File: config.mk
export PLATFORM = sky130hd
export DESIGN_NAME = vga_controller
export DESIGN_NICKNAME = d
export VERILOG_FILES = /design/src/rtl/vga_controller.sv
export SDC_FILE = /design/constraint.sdc
export NUM_CORES = 1
export LEC_CHECK = 0
export CAP_MARGIN = 20
export CORE_ASPECT_RATIO = 1.75
export CORE_MARGIN = 1.5
export CORE_UTILIZATION = 58
export DETAILED_ROUTE_END_ITERATION = 10
export GPL_TIMING_DRIVEN = 0
export PLACE_DENSITY = 0.93
export SKIP_LAST_GASP = 1
export SLEW_MARGIN = 20
export SYNTH_ARGS = -nofsm -noshare
export SYNTH_HDL_FRONTEND = slang
export SYNTH_SLANG_ARGS = --single-unit
File: constraint.sdc
create_clock -name clock_50 -period 5 [get_ports clock_50]
set_input_delay 0.5 -clock clock_50 [delete_from_list [all_inputs] [get_ports clock_50]]
set_output_delay 0.5 -clock clock_50 [all_outputs]
set_load 0.02 [all_outputs]
File: src/rtl/vga_controller.sv
// 640x480@60 VGA timing with an RGB332 framebuffer fetch and a colour-bar pattern; 2 pixel slots (4 clocks) from counters to pins.
// No backpressure: the framebuffer must return fb_data one clock after fb_addr/fb_rd.
module vga_controller #(
  parameter int H_ACTIVE = 640,
  parameter int H_FP     = 16,
  parameter int H_SYNC   = 96,
  parameter int H_BP     = 48,
  parameter int V_ACTIVE = 480,
  parameter int V_FP     = 10,
  parameter int V_SYNC   = 2,
  parameter int V_BP     = 33,
  parameter int ADDR_W   = 19
) (
  input  logic              clock_50,
  input  logic              reset_n,
  input  logic              en,
  input  logic              pattern_sel,
  output logic [ADDR_W-1:0] fb_addr,
  output logic              fb_rd,
  input  logic [7:0]        fb_data,
  output logic              frame_start,
  output logic              vblank,
  output logic              VGA_CLK,
  output logic              VGA_HS,
  output logic              VGA_VS,
  output logic              VGA_BLANK,
  output logic              VGA_SYNC,
  output logic [7:0]        VGA_R,
  output logic [7:0]        VGA_G,
  output logic [7:0]        VGA_B
);

  localparam int H_TOT    = H_ACTIVE + H_FP + H_SYNC + H_BP;
  localparam int V_TOT    = V_ACTIVE + V_FP + V_SYNC + V_BP;
  localparam int HW       = $clog2(H_TOT);
  localparam int VW       = $clog2(V_TOT);
  localparam int HS_START = H_ACTIVE + H_FP;
  localparam int HS_END   = HS_START + H_SYNC;
  localparam int VS_START = V_ACTIVE + V_FP;
  localparam int VS_END   = VS_START + V_SYNC;
  localparam int BAR_W    = H_ACTIVE / 8;

  logic              pix_en;
  logic [HW-1:0]     h_cnt;
  logic [VW-1:0]     v_cnt;
  logic [ADDR_W-1:0] addr_cnt;
  logic              h_last, v_last, act0, hs0, vs0;
  logic [2:0]        bar0, bar1, bar_rgb;
  logic              act1, hs1, vs1, en1, pat1;
  logic [23:0]       rgb;

  assign h_last   = (h_cnt == HW'(H_TOT - 1));
  assign v_last   = (v_cnt == VW'(V_TOT - 1));
  assign act0     = (h_cnt < HW'(H_ACTIVE)) && (v_cnt < VW'(V_ACTIVE));
  assign hs0      = !((h_cnt >= HW'(HS_START)) && (h_cnt < HW'(HS_END)));
  assign vs0      = !((v_cnt >= VW'(VS_START)) && (v_cnt < VW'(VS_END)));
  assign VGA_SYNC = 1'b0;

  // Bar index by threshold compares so no divider is needed.
  always_comb begin
    bar0 = 3'd0;
    for (int i = 1; i < 8; i++)
      if (h_cnt >= HW'(i * BAR_W)) bar0 = 3'(i);
  end

  always_ff @(posedge clock_50 or negedge reset_n) begin
    if (!reset_n) begin
      pix_en      <= 1'b0;
      VGA_CLK     <= 1'b0;
      vblank      <= 1'b0;
      frame_start <= 1'b0;
    end else begin
      pix_en      <= ~pix_en;
      VGA_CLK     <= ~pix_en;
      vblank      <= (v_cnt >= VW'(V_ACTIVE));
      frame_start <= pix_en && (h_cnt == '0) && (v_cnt == '0);
    end
  end

  always_ff @(posedge clock_50 or negedge reset_n) begin
    if (!reset_n) begin
      h_cnt    <= '0;
      v_cnt    <= '0;
      addr_cnt <= '0;
    end else if (pix_en) begin
      if (h_last) begin
        h_cnt <= '0;
        v_cnt <= v_last ? '0 : v_cnt + VW'(1);
      end else begin
        h_cnt <= h_cnt + HW'(1);
      end
      if (h_last && v_last)
        addr_cnt <= '0;
      else if (act0)
        addr_cnt <= addr_cnt + ADDR_W'(1);
    end
  end

  always_ff @(posedge clock_50 or negedge reset_n) begin
    if (!reset_n) begin
      fb_addr <= '0;
      fb_rd   <= 1'b0;
      act1    <= 1'b0;
      hs1     <= 1'b1;
      vs1     <= 1'b1;
      en1     <= 1'b0;
      pat1    <= 1'b0;
      bar1    <= 3'd0;
    end else if (pix_en) begin
      fb_addr <= addr_cnt;
      fb_rd   <= act0 && en && !pattern_sel;
      act1    <= act0;
      hs1     <= hs0;
      vs1     <= vs0;
      en1     <= en;
      pat1    <= pattern_sel;
      bar1    <= bar0;
    end
  end

  // Bar order white,yellow,cyan,green,magenta,red,blue,black maps to R=~b[1], G=~b[2], B=~b[0].
  assign bar_rgb = ~{bar1[1], bar1[2], bar1[0]};

  always_comb begin
    rgb = '0;
    if (act1 && en1) begin
      if (pat1)
        rgb = {{8{bar_rgb[2]}}, {8{bar_rgb[1]}}, {8{bar_rgb[0]}}};
      else
        rgb = {fb_data[7:5], fb_data[7:5], fb_data[7:6],
               fb_data[4:2], fb_data[4:2], fb_data[4:3],
               {4{fb_data[1:0]}}};
    end
  end

  always_ff @(posedge clock_50 or negedge reset_n) begin
    if (!reset_n) begin
      VGA_HS    <= 1'b1;
      VGA_VS    <= 1'b1;
      VGA_BLANK <= 1'b0;
      VGA_R     <= 8'd0;
      VGA_G     <= 8'd0;
      VGA_B     <= 8'd0;
    end else if (pix_en) begin
      VGA_HS    <= hs1;
      VGA_VS    <= vs1;
      VGA_BLANK <= act1;
      {VGA_R, VGA_G, VGA_B} <= rgb;
    end
  end

endmodule

# --- Yosys cells after proc, flatten, opt, wreduce, memory -nomap -nowiden ---
# Index checks and enable logic that the tools add are counted.
classes:
  reduce_logical: 17
  order_cmp: 14
  n_addsub: 3
  eq_ne: 2
  n_mux: 13
  n_bitwise: 2
ops:
  columns: ["operator", "n"]
  rows:
  - [">= comparator 10 x 9 -> 1 bit (second input constant)", 5]
  - ["2-to-1 mux 24 bit", 2]
  - ["2-to-1 mux 19 bit", 2]
  - ["adder 10 x 1 -> 10 bit (second input constant)", 2]
  - ["equality test 10 bit (second input constant)", 2]
  - [">= comparator 10 bit (second input constant)", 2]
  - [">= comparator 10 x 8 -> 1 bit (second input constant)", 2]
  - ["zero test 10 bit", 2]
  - ["< comparator 10 bit (second input constant)", 2]
  - ["< comparator 10 x 9 -> 1 bit (second input constant)", 2]
  - ["2-to-1 mux 10 bit", 2]
  - ["adder 19 x 1 -> 19 bit (second input constant)", 1]
  - ["2-to-1 mux 3 bit", 4]
  - [">= comparator 10 x 7 -> 1 bit (second input constant)", 1]
  - ["logical AND 1 bit", 9]
  - ["2-to-1 mux 2 bit", 2]
  - ["AND reduction 2 bit", 2]
  - ["zero test 1 bit", 3]
  - ["inverter 3 bit", 1]
  - ["nonzero test 2 bit", 1]
  - ["2-to-1 mux 1 bit", 1]
  - ["inverter 1 bit", 1]
totals:
  inputBits: 12
  output_inout_bits: 51
  elab_cells: 71
  regBits: 97

# --- Depth between registers and ports, before layout ---
# Gate-level depths: netlist of run 1.
logic_depth:
  depth_word: 8
  mapped_depth: 7
  depth_no_buf: 6

# --- Least setup slack after synthesis of run 1 ---
# Ideal clock, no wire load.
synth_timing:
  path_kind: "reg-to-reg"
  startpoint: "reg v_cnt[0]"
  endpoint: "reg addr_cnt[2]"
  slack_ns: 2.918
  path_stages_with_launch: 8
  arrival_ns: 1.961
  synth_period_minus_slack_ns: 2.082
  cell_sequence: "dfrtp_1 -> inv_1 -> ha_1 -> nor4b_1 -> nand3_1 -> nor2_1 -> buf_2 -> nor2_1"
synth_between:
  elab_chain_cells: 4
  elab_cells_between_ends: 7
  classes_between: "order compare (1); eq/ne (1); mux (1); reduce/logical (4)"
synth_rtl:
  columns: ["element", "line", "source"]
  rows:
  - ["from (decl)", "45", "logic [VW-1:0] v_cnt;"]
  - ["from (signal assigned)", "88", "v_cnt <= v_last ? '0 : v_cnt + VW'(1);"]
  - ["< comparator 10 x 9 -> 1 bit / equality test 10 bit (equally long branches)", "54, 53", null]
  - ["logical AND 1 bit, on equally long branches", "54, 92", null]
  - ["nonzero test 2 bit (no line)", null, null]
  - ["AND reduction 2 bit (no line)", null, null]
  - ["to (signal assigned)", "95", "addr_cnt <= addr_cnt + ADDR_W'(1);"]
  - ["to (decl)", "46", "logic [ADDR_W-1:0] addr_cnt;"]
# Several ways; a longest one is shown, not always the timed one.
# A chain may end at the register's enable or synchronous reset.

# --- Worst setup path in the final report of run 1 ---
layout_timing:
  startpoint: "reg v_cnt[0]"
  endpoint: "reg v_cnt[2]"
layout_between:
  elab_chain_cells: 2
  elab_cells_between_ends: 3
  classes_between: "add/sub (1); eq/ne (1); mux (1)"
layout_rtl:
  columns: ["element", "line"]
  rows:
  - ["adder 10 x 1 -> 10 bit / equality test 10 bit (equally long branches)", "88, 53"]
  - ["2-to-1 mux 10 bit (*)", "88"]
# Mark *: on every way between the ends. The rest lies on a longest branch, timed or not.

==> results of run 1 <==
[kinds of logic (layout without fill, tap and decap cells)]
group,count (synthesis),after routing,share of synthesized area (%)
buffers and inverters,50,127,6.68
flip-flops,81,81,52.2
XOR/XNOR,16,16,3.60
multiplexers,23,23,6.65
AND/OR/NAND/NOR,115,115,16.1
adder cells (fa/ha/maj),6,6,1.93
other,1,1,0.0962
AO/OA/AOI/OAI,80,80,12.8
[per-stage QoR]
| stage | area [µm²] | hold slack (ns) | total power, W | util, % |
|---|---|---|---|---|
| 3_5_place_dp | 4630 | 0.473 | 0.000768 | 71.4 |
| 6_report | 4910 | 0.115 | 0.00135 | 75.6 |
| 2_1_floorplan | 3900 | 0.204 | 0.000715 | - |
| 5_1_grt | 4910 | 0.150 | 0.00140 | 75.6 |
| 4_1_cts | 4910 | 0.126 | 0.00136 | 75.6 |
| 3_3_place_gp | 4610 | 0.468 | 0.000763 | 71.0 |
[where the power goes]
part           internal [W]  leakage [nW]  switching, W
registers          0.000661          1.05    0.00000551
clock network      0.000344         0.126      0.000253
logic             0.0000444         0.944     0.0000452
total               0.00105          2.12      0.000304
[metal layers]
layer | routed length (µm) | GRT usage (%) | part of all wire, %
met5 | 0 | 0 | 0
met4 | 412 | 15.9 | 4.2
met3 | 547 | 6.36 | 5.6
met2 | 5160 | 49.3 | 52
met1 | 3730 | 33.9 | 38
[path summary, 6_finish.rpt]
| check | cells after the start | end | start | slack (ns) |
|---|---|---|---|---|
| max | 7 | v_cnt[2] | v_cnt[0] | 2.02 |
| min in group clock_50 | 2 | bar1[0] | bar1[0] | 0.48 |
| min | 1 | frame_start | reset_n | 0.11 |
| min reg2reg | 2 | bar1[0] | bar1[0] | 0.48 |
| max in group asynchronous | 2 | VGA_VS | reset_n | 4.24 |
| max reg2reg | 7 | v_cnt[2] | v_cnt[0] | 2.02 |
[cell type report]
| class | instances | area share (%) |
|---|---|---|
| Sequential cell | 81 | 41.4 |
| Multi-Input combinational cell | 241 | 32.7 |
| Timing Repair Buffer | 62 | 13.0 |
| Clock buffer | 10 | 4.87 |
| Buffer | 36 | 4.23 |
| Tap cell | 82 | 2.09 |
| Inverter | 14 | 1.07 |
| Clock inverter | 5 | 0.663 |
[registers in the layout, indices dropped and copies added (netlist names), 2 cells and up]
| signal | count |
|---|---|
| VGA_G | 3 |
| h_cnt | 10 |
| bar1 | 3 |
| VGA_R | 3 |
| VGA_B | 2 |
| v_cnt | 10 |
| addr_cnt | 19 |
| fb_addr | 19 |
[cell usage in the layout (no fill, tap or decap), types with 2 or more instances in the layout]
| cell type | synthesis | routed |
|---|---|---|
| xor2_1 | 6 | 6 |
| o211ai_1 | 2 | 2 |
| nand2_1 | 21 | 21 |
| mux2_2 | 23 | 23 |
| and3_1 | 7 | 7 |
| xnor2_1 | 10 | 10 |
| nor2_1 | 22 | 22 |
| dfrtp_1 | 77 | 77 |
| o21ai_0 | 21 | 21 |
| buf_4 | 17 | 18 |
| or3_1 | 8 | 8 |
| nor3_1 | 5 | 5 |
| nand3_1 | 17 | 17 |
| or4_1 | 8 | 8 |
| inv_1 | 13 | 13 |
| a21oi_1 | 27 | 27 |
| clkinv_2 | 0 | 2 |
| and4_1 | 4 | 4 |
| clkbuf_1 | 16 | 16 |
| nand4_1 | 11 | 11 |
| clkdlybuf4s50_1 | 0 | 60 |
| o21a_1 | 2 | 2 |
| clkinvlp_4 | 0 | 3 |
| a31oi_1 | 5 | 5 |
| o31ai_1 | 9 | 9 |
| nor4_1 | 4 | 4 |
| clkbuf_16 | 0 | 9 |
| o2bb2ai_1 | 8 | 8 |
| ha_1 | 6 | 6 |
| dfstp_2 | 4 | 4 |
==> flow_summary.toml, run 1 <==
[run_status]
outcome = "finished, final reports clean"

[synthesis]
synth-edff-count = 0
yosys.area.top_type = "dfrtp_1"
synth_area_leaders = "dfrtp_1, mux2_2, a21oi_1, buf_4, dfstp_2"
synth.avg_cell_area_um2 = 10.5
netlist_top_cells_count = "dfrtp_1, a21oi_1, mux2_2, nor2_1"
yosysWarnings = 0
synth_fp_nets = 390
postSynthCellCount = 372
synth_seq_cells = 81
synthFlopType = "dfrtp_1"
synth.most_common_cell = "dfrtp_1"
yosysSeqAreaShare_pct = 52.2
syn_area_um2 = 3900
ys_types = 45
async_reset_ff_share_pct = 100
synth_top_area_share_pct = 49.5

[timing]
layout_min_cycle_time_ns = 2.98
maxSlewHeadroom_pct = 51.7
setup_tns_ns = 0
max_freq_mhz = 335
slew_violations = 0
fin_ws_ns = 2.02
finalSetupViolCount = 0
hold_violations = 0
period_share_pct = 59.7
fin_skew_ns = 0.00686
worst_pin_slew_ns = 0.715
rsz0062_at_grt = "false"

[critical_path]
crit_path_start_kind = "flip-flop"
critPathRequiredTime_ns = 5.22
critPathSlowestCell = "nor2_1"
cp_max_fo = 10
crit_path_frequent_cell = "nor2_1"
cp.arrival_ns = 3.20
crit_chain = "inv_1, ha_1, nor4b_1, nand3_1, nor2_1, buf_2, nor2_1"
slowest_delay_ns = 0.68
end_kind = "flip-flop"
critPathBufInv = 2
path_class = "reg2reg"
cp_top_family = "simple AND/OR/NAND/NOR gates"

[clock_network]
clkTransAtPathRegs_ns = 0.06
post_cts_buffers = 0
cts_tree = "yes"
ctsResizeCount = 0
holdBufCountCts = 0
cts_root_buf = "clkbuf_16"
clockBufferDepth = 2
h-tree-depth = 3
clock-sinks = 81
numCtsBuffers = 9
clk_latency_ns = 0.34

[final_layout]
regArea_um2 = 2030
fill_cells = 400
diodes = 0
layout.nets = 463
drive_above_1_share_pct = 14.9
area_growth_pct = 25.9
fin_cells = 531
multi_input_area_um2 = 1600

[grt]
antenna_found_initial = 0
grt_start_max_net_pins = 47
grt_usage_pct = 29.2
grt_pass1_wl_mm = 16.3
grt_pass1_vias = 3241
grt-ovfl-total = 0

[placed_design]
dpl.hpwl_mm = 6.56
portBuffers = 61
dp_cells = 516
dp_worst_setup_slack_ns = 2.21
place_congestion = 0.966

[floorplan]
std_cell_rows = 39
dieWidth_um = 65.0
core_area_um2 = 6490
ioPinCount = 63
design.die.area_um2 = 7240
die_h_um = 111
start_util_pct = 60.0

[pwr]
leakage_nw = 2.12
power.density_nw_per_um2 = 276
vdd_ir_drop_max_uv = 172

[detailed_routing]
ant_nets = 0
routedWlPerCell_um = 18.5
vias = 3305
viasPerCell = 6.22
firstDrtPassIters = 7
wl_mm = 9.85
drc_errors = 0
first_iter_violations = 397

[job]
cap_violations = 0

[worst_hold_path]
hold_path_class = "in2async"
(Power assumes the default switching activity.)
==> run 2: changes to the inputs <==
--- a/config.mk
+++ b/config.mk
@@ -8,10 +8,10 @@
 export CAP_MARGIN = 20
 export CORE_ASPECT_RATIO = 1.75
 export CORE_MARGIN = 1.5
-export CORE_UTILIZATION = 58
+export CORE_UTILIZATION = 53
 export DETAILED_ROUTE_END_ITERATION = 10
 export GPL_TIMING_DRIVEN = 0
-export PLACE_DENSITY = 0.93
+export PLACE_DENSITY = 0.86
 export SKIP_LAST_GASP = 1
 export SLEW_MARGIN = 20
 export SYNTH_ARGS = -nofsm -noshare
==> constraint.sdc (replaced) <==
create_clock -name clock_50 -period 2.9 [get_ports clock_50]
set_input_delay 0.29 -clock clock_50 [delete_from_list [all_inputs] [get_ports clock_50]]
set_output_delay 0.29 -clock clock_50 [all_outputs]
set_load 0.02 [all_outputs]
==> flow_summary.toml, run 2 (synthesis gave the netlist of run 1 again) <==
[run_status]
outcome = "finished, final reports clean"

[detailed_routing]
routedWlPerCell_um = 17.0
vias = 3171
firstDrtPassIters = 4
wl_mm = 9.13
first_iter_violations = 347
ant_nets = 0
drc_errors = 0
viasPerCell = 5.91

[pwr]
vdd_ir_drop_max_uv = 305
p_sw_w = 0.000545
leakage_nw = 2.13
pwr-share-seq_pct = 48.0
p_int_w = 0.00185
pwr-share-clk_pct = 45.5
power.density_nw_per_um2 = 483
switching_share_pct = 22.8
combPwrFrac_pct = 6.4

[floorplan]
ioPinCount = 63
std_cell_rows = 41
dieWidth_um = 67.8
die_h_um = 116
start_util_pct = 54.3
core_area_um2 = 7180
design.die.area_um2 = 7900

[clock_network]
cts_root_buf = "clkbuf_16"
numCtsBuffers = 9
clkTransAtPathRegs_ns = 0.06
clock-sinks = 81
cts_tree = "yes"
clockBufferDepth = 2
h-tree-depth = 3
clk_latency_ns = 0.34

[timing]
hold_violations = 0
layout_min_cycle_time_ns = 2.51
rsz0062_at_grt = "false"
worst_pin_slew_ns = 0.594
whs_ns = 0.421
finalSetupViolCount = 0
slew_violations = 0
max_freq_mhz = 398
setup_tns_ns = 0
period_share_pct = 86.6
maxSlewHeadroom_pct = 60.4
fin_skew_ns = 0.00575

[final_layout]
diodes = 0
layout_common_cells = "dfrtp_1, clkdlybuf4s50_1, a21oi_1"
fill_cells = 554
final_common_cell = "dfrtp_1"
final_util_pct = 68.9
drive_above_1_share_pct = 15.5
area_growth_pct = 27.0
layout.nets = 464
top_regs = "addr_cnt x19, fb_addr x19"

[worst_hold_path]
hold_path_class = "in2async"

[placed_design]
portBuffers = 61
place_congestion = 0.895
dpl.hpwl_mm = 6.38

[grt]
antenna_found_initial = 0
grt_use_met2_pct = 44.8
grt_pass1_wl_mm = 14.9
grtUsageMet1_pct = 28.9
grt-ovfl-total = 0
grt_most_used_layer = "met2"
grt_start_max_net_pins = 52
grt_usage_pct = 25.4
grt_use_met3_pct = 5.49
grt_pass1_vias = 3051

[critical_path]
cp.arrival_ns = 2.73
end_kind = "flip-flop"
path_class = "reg2reg"
crit_path_start_kind = "flip-flop"
critPathRequiredTime_ns = 3.12
cp_max_fo = 10

[job]
cap_violations = 0
## run 2: final timing paths
check / slack [ns] / depth (start not counted) / from / to
min in group clock_50: 0.48 / 2 / bar1[0] / bar1[0]
worst min register to register: 0.48 / 2 / bar1[0] / bar1[0]
worst max register to register: 0.39 / 7 / v_cnt[0] / addr_cnt[17]
max in group asynchronous: 1.83 / 3 / reset_n / VGA_VS
worst max-delay path: 0.39 / 7 / v_cnt[0] / addr_cnt[17]
worst min-delay path: 0.42 / 2 / reset_n / frame_start
## run 2: cell type report
type | instances | area, µm² | share of cell area (%)
clock buffers | 11 | 253 | 5.11
well taps | 86 | 108 | 2.17
multi-input cells | 241 | 1610 | 32.6
inverters | 14 | 52.6 | 1.06
repair buffers | 63 | 646 | 13.0
plain buffers | 36 | 208 | 4.20
clock inverters | 5 | 38.8 | 0.784
flip-flops and latches | 81 | 2030 | 41.1
## run 2: worst max-delay path: stages (launching register included)
cell     delay, ns
dfrtp_1       0.40
inv_1         0.13
ha_1          0.16
nor4b_2       0.42
nand3_1       0.42
nor2_2        0.45
buf_2         0.32
a21oi_1       0.08
## run 2: timing repair
action,4_1_cts,5_1_grt
buffers inserted,0,0
gates resized for setup,0,2
hold buffers,1,0
endpoints found under the setup margin,0,18
hold endpoints to repair,28,0
## run 2: through the flow
| step | std cells | power [W] | setup WS (ns) | cell area (µm²) |
|---|---|---|---|---|
| floorplan | 372 | 0.00123 | 0.818 | 3900 |
| global placement | 519 | 0.00132 | -1.21 | 4610 |
| detailed placement | 520 | 0.00132 | 0.0193 | 4640 |
| CTS | 537 | 0.00240 | 0.0127 | 4940 |
| global route | 537 | 0.00247 | 0.218 | 4950 |
| finish | 537 | 0.00239 | 0.388 | 4950 |
## run 2: per-layer routing
metal	share of wire, %	routed length, µm	vias to the layer above
met5	0	0	-
li1	-	-	1480
met1	37	3410	1562
met3	4.9	450	21
met4	2.6	233	0
met2	55	5040	108
## run 2: power groups by stage
stage	Sequential [W]	Combinational, W	Clock [W]
3_5_place_dp	0.00117	0.000155	0
3_3_place_gp	0.00117	0.000147	0
6_report	0.00115	0.000154	0.00109
4_1_cts	0.00115	0.000157	0.00110
5_1_grt	0.00115	0.000169	0.00116
2_1_floorplan	0.00118	0.0000552	0
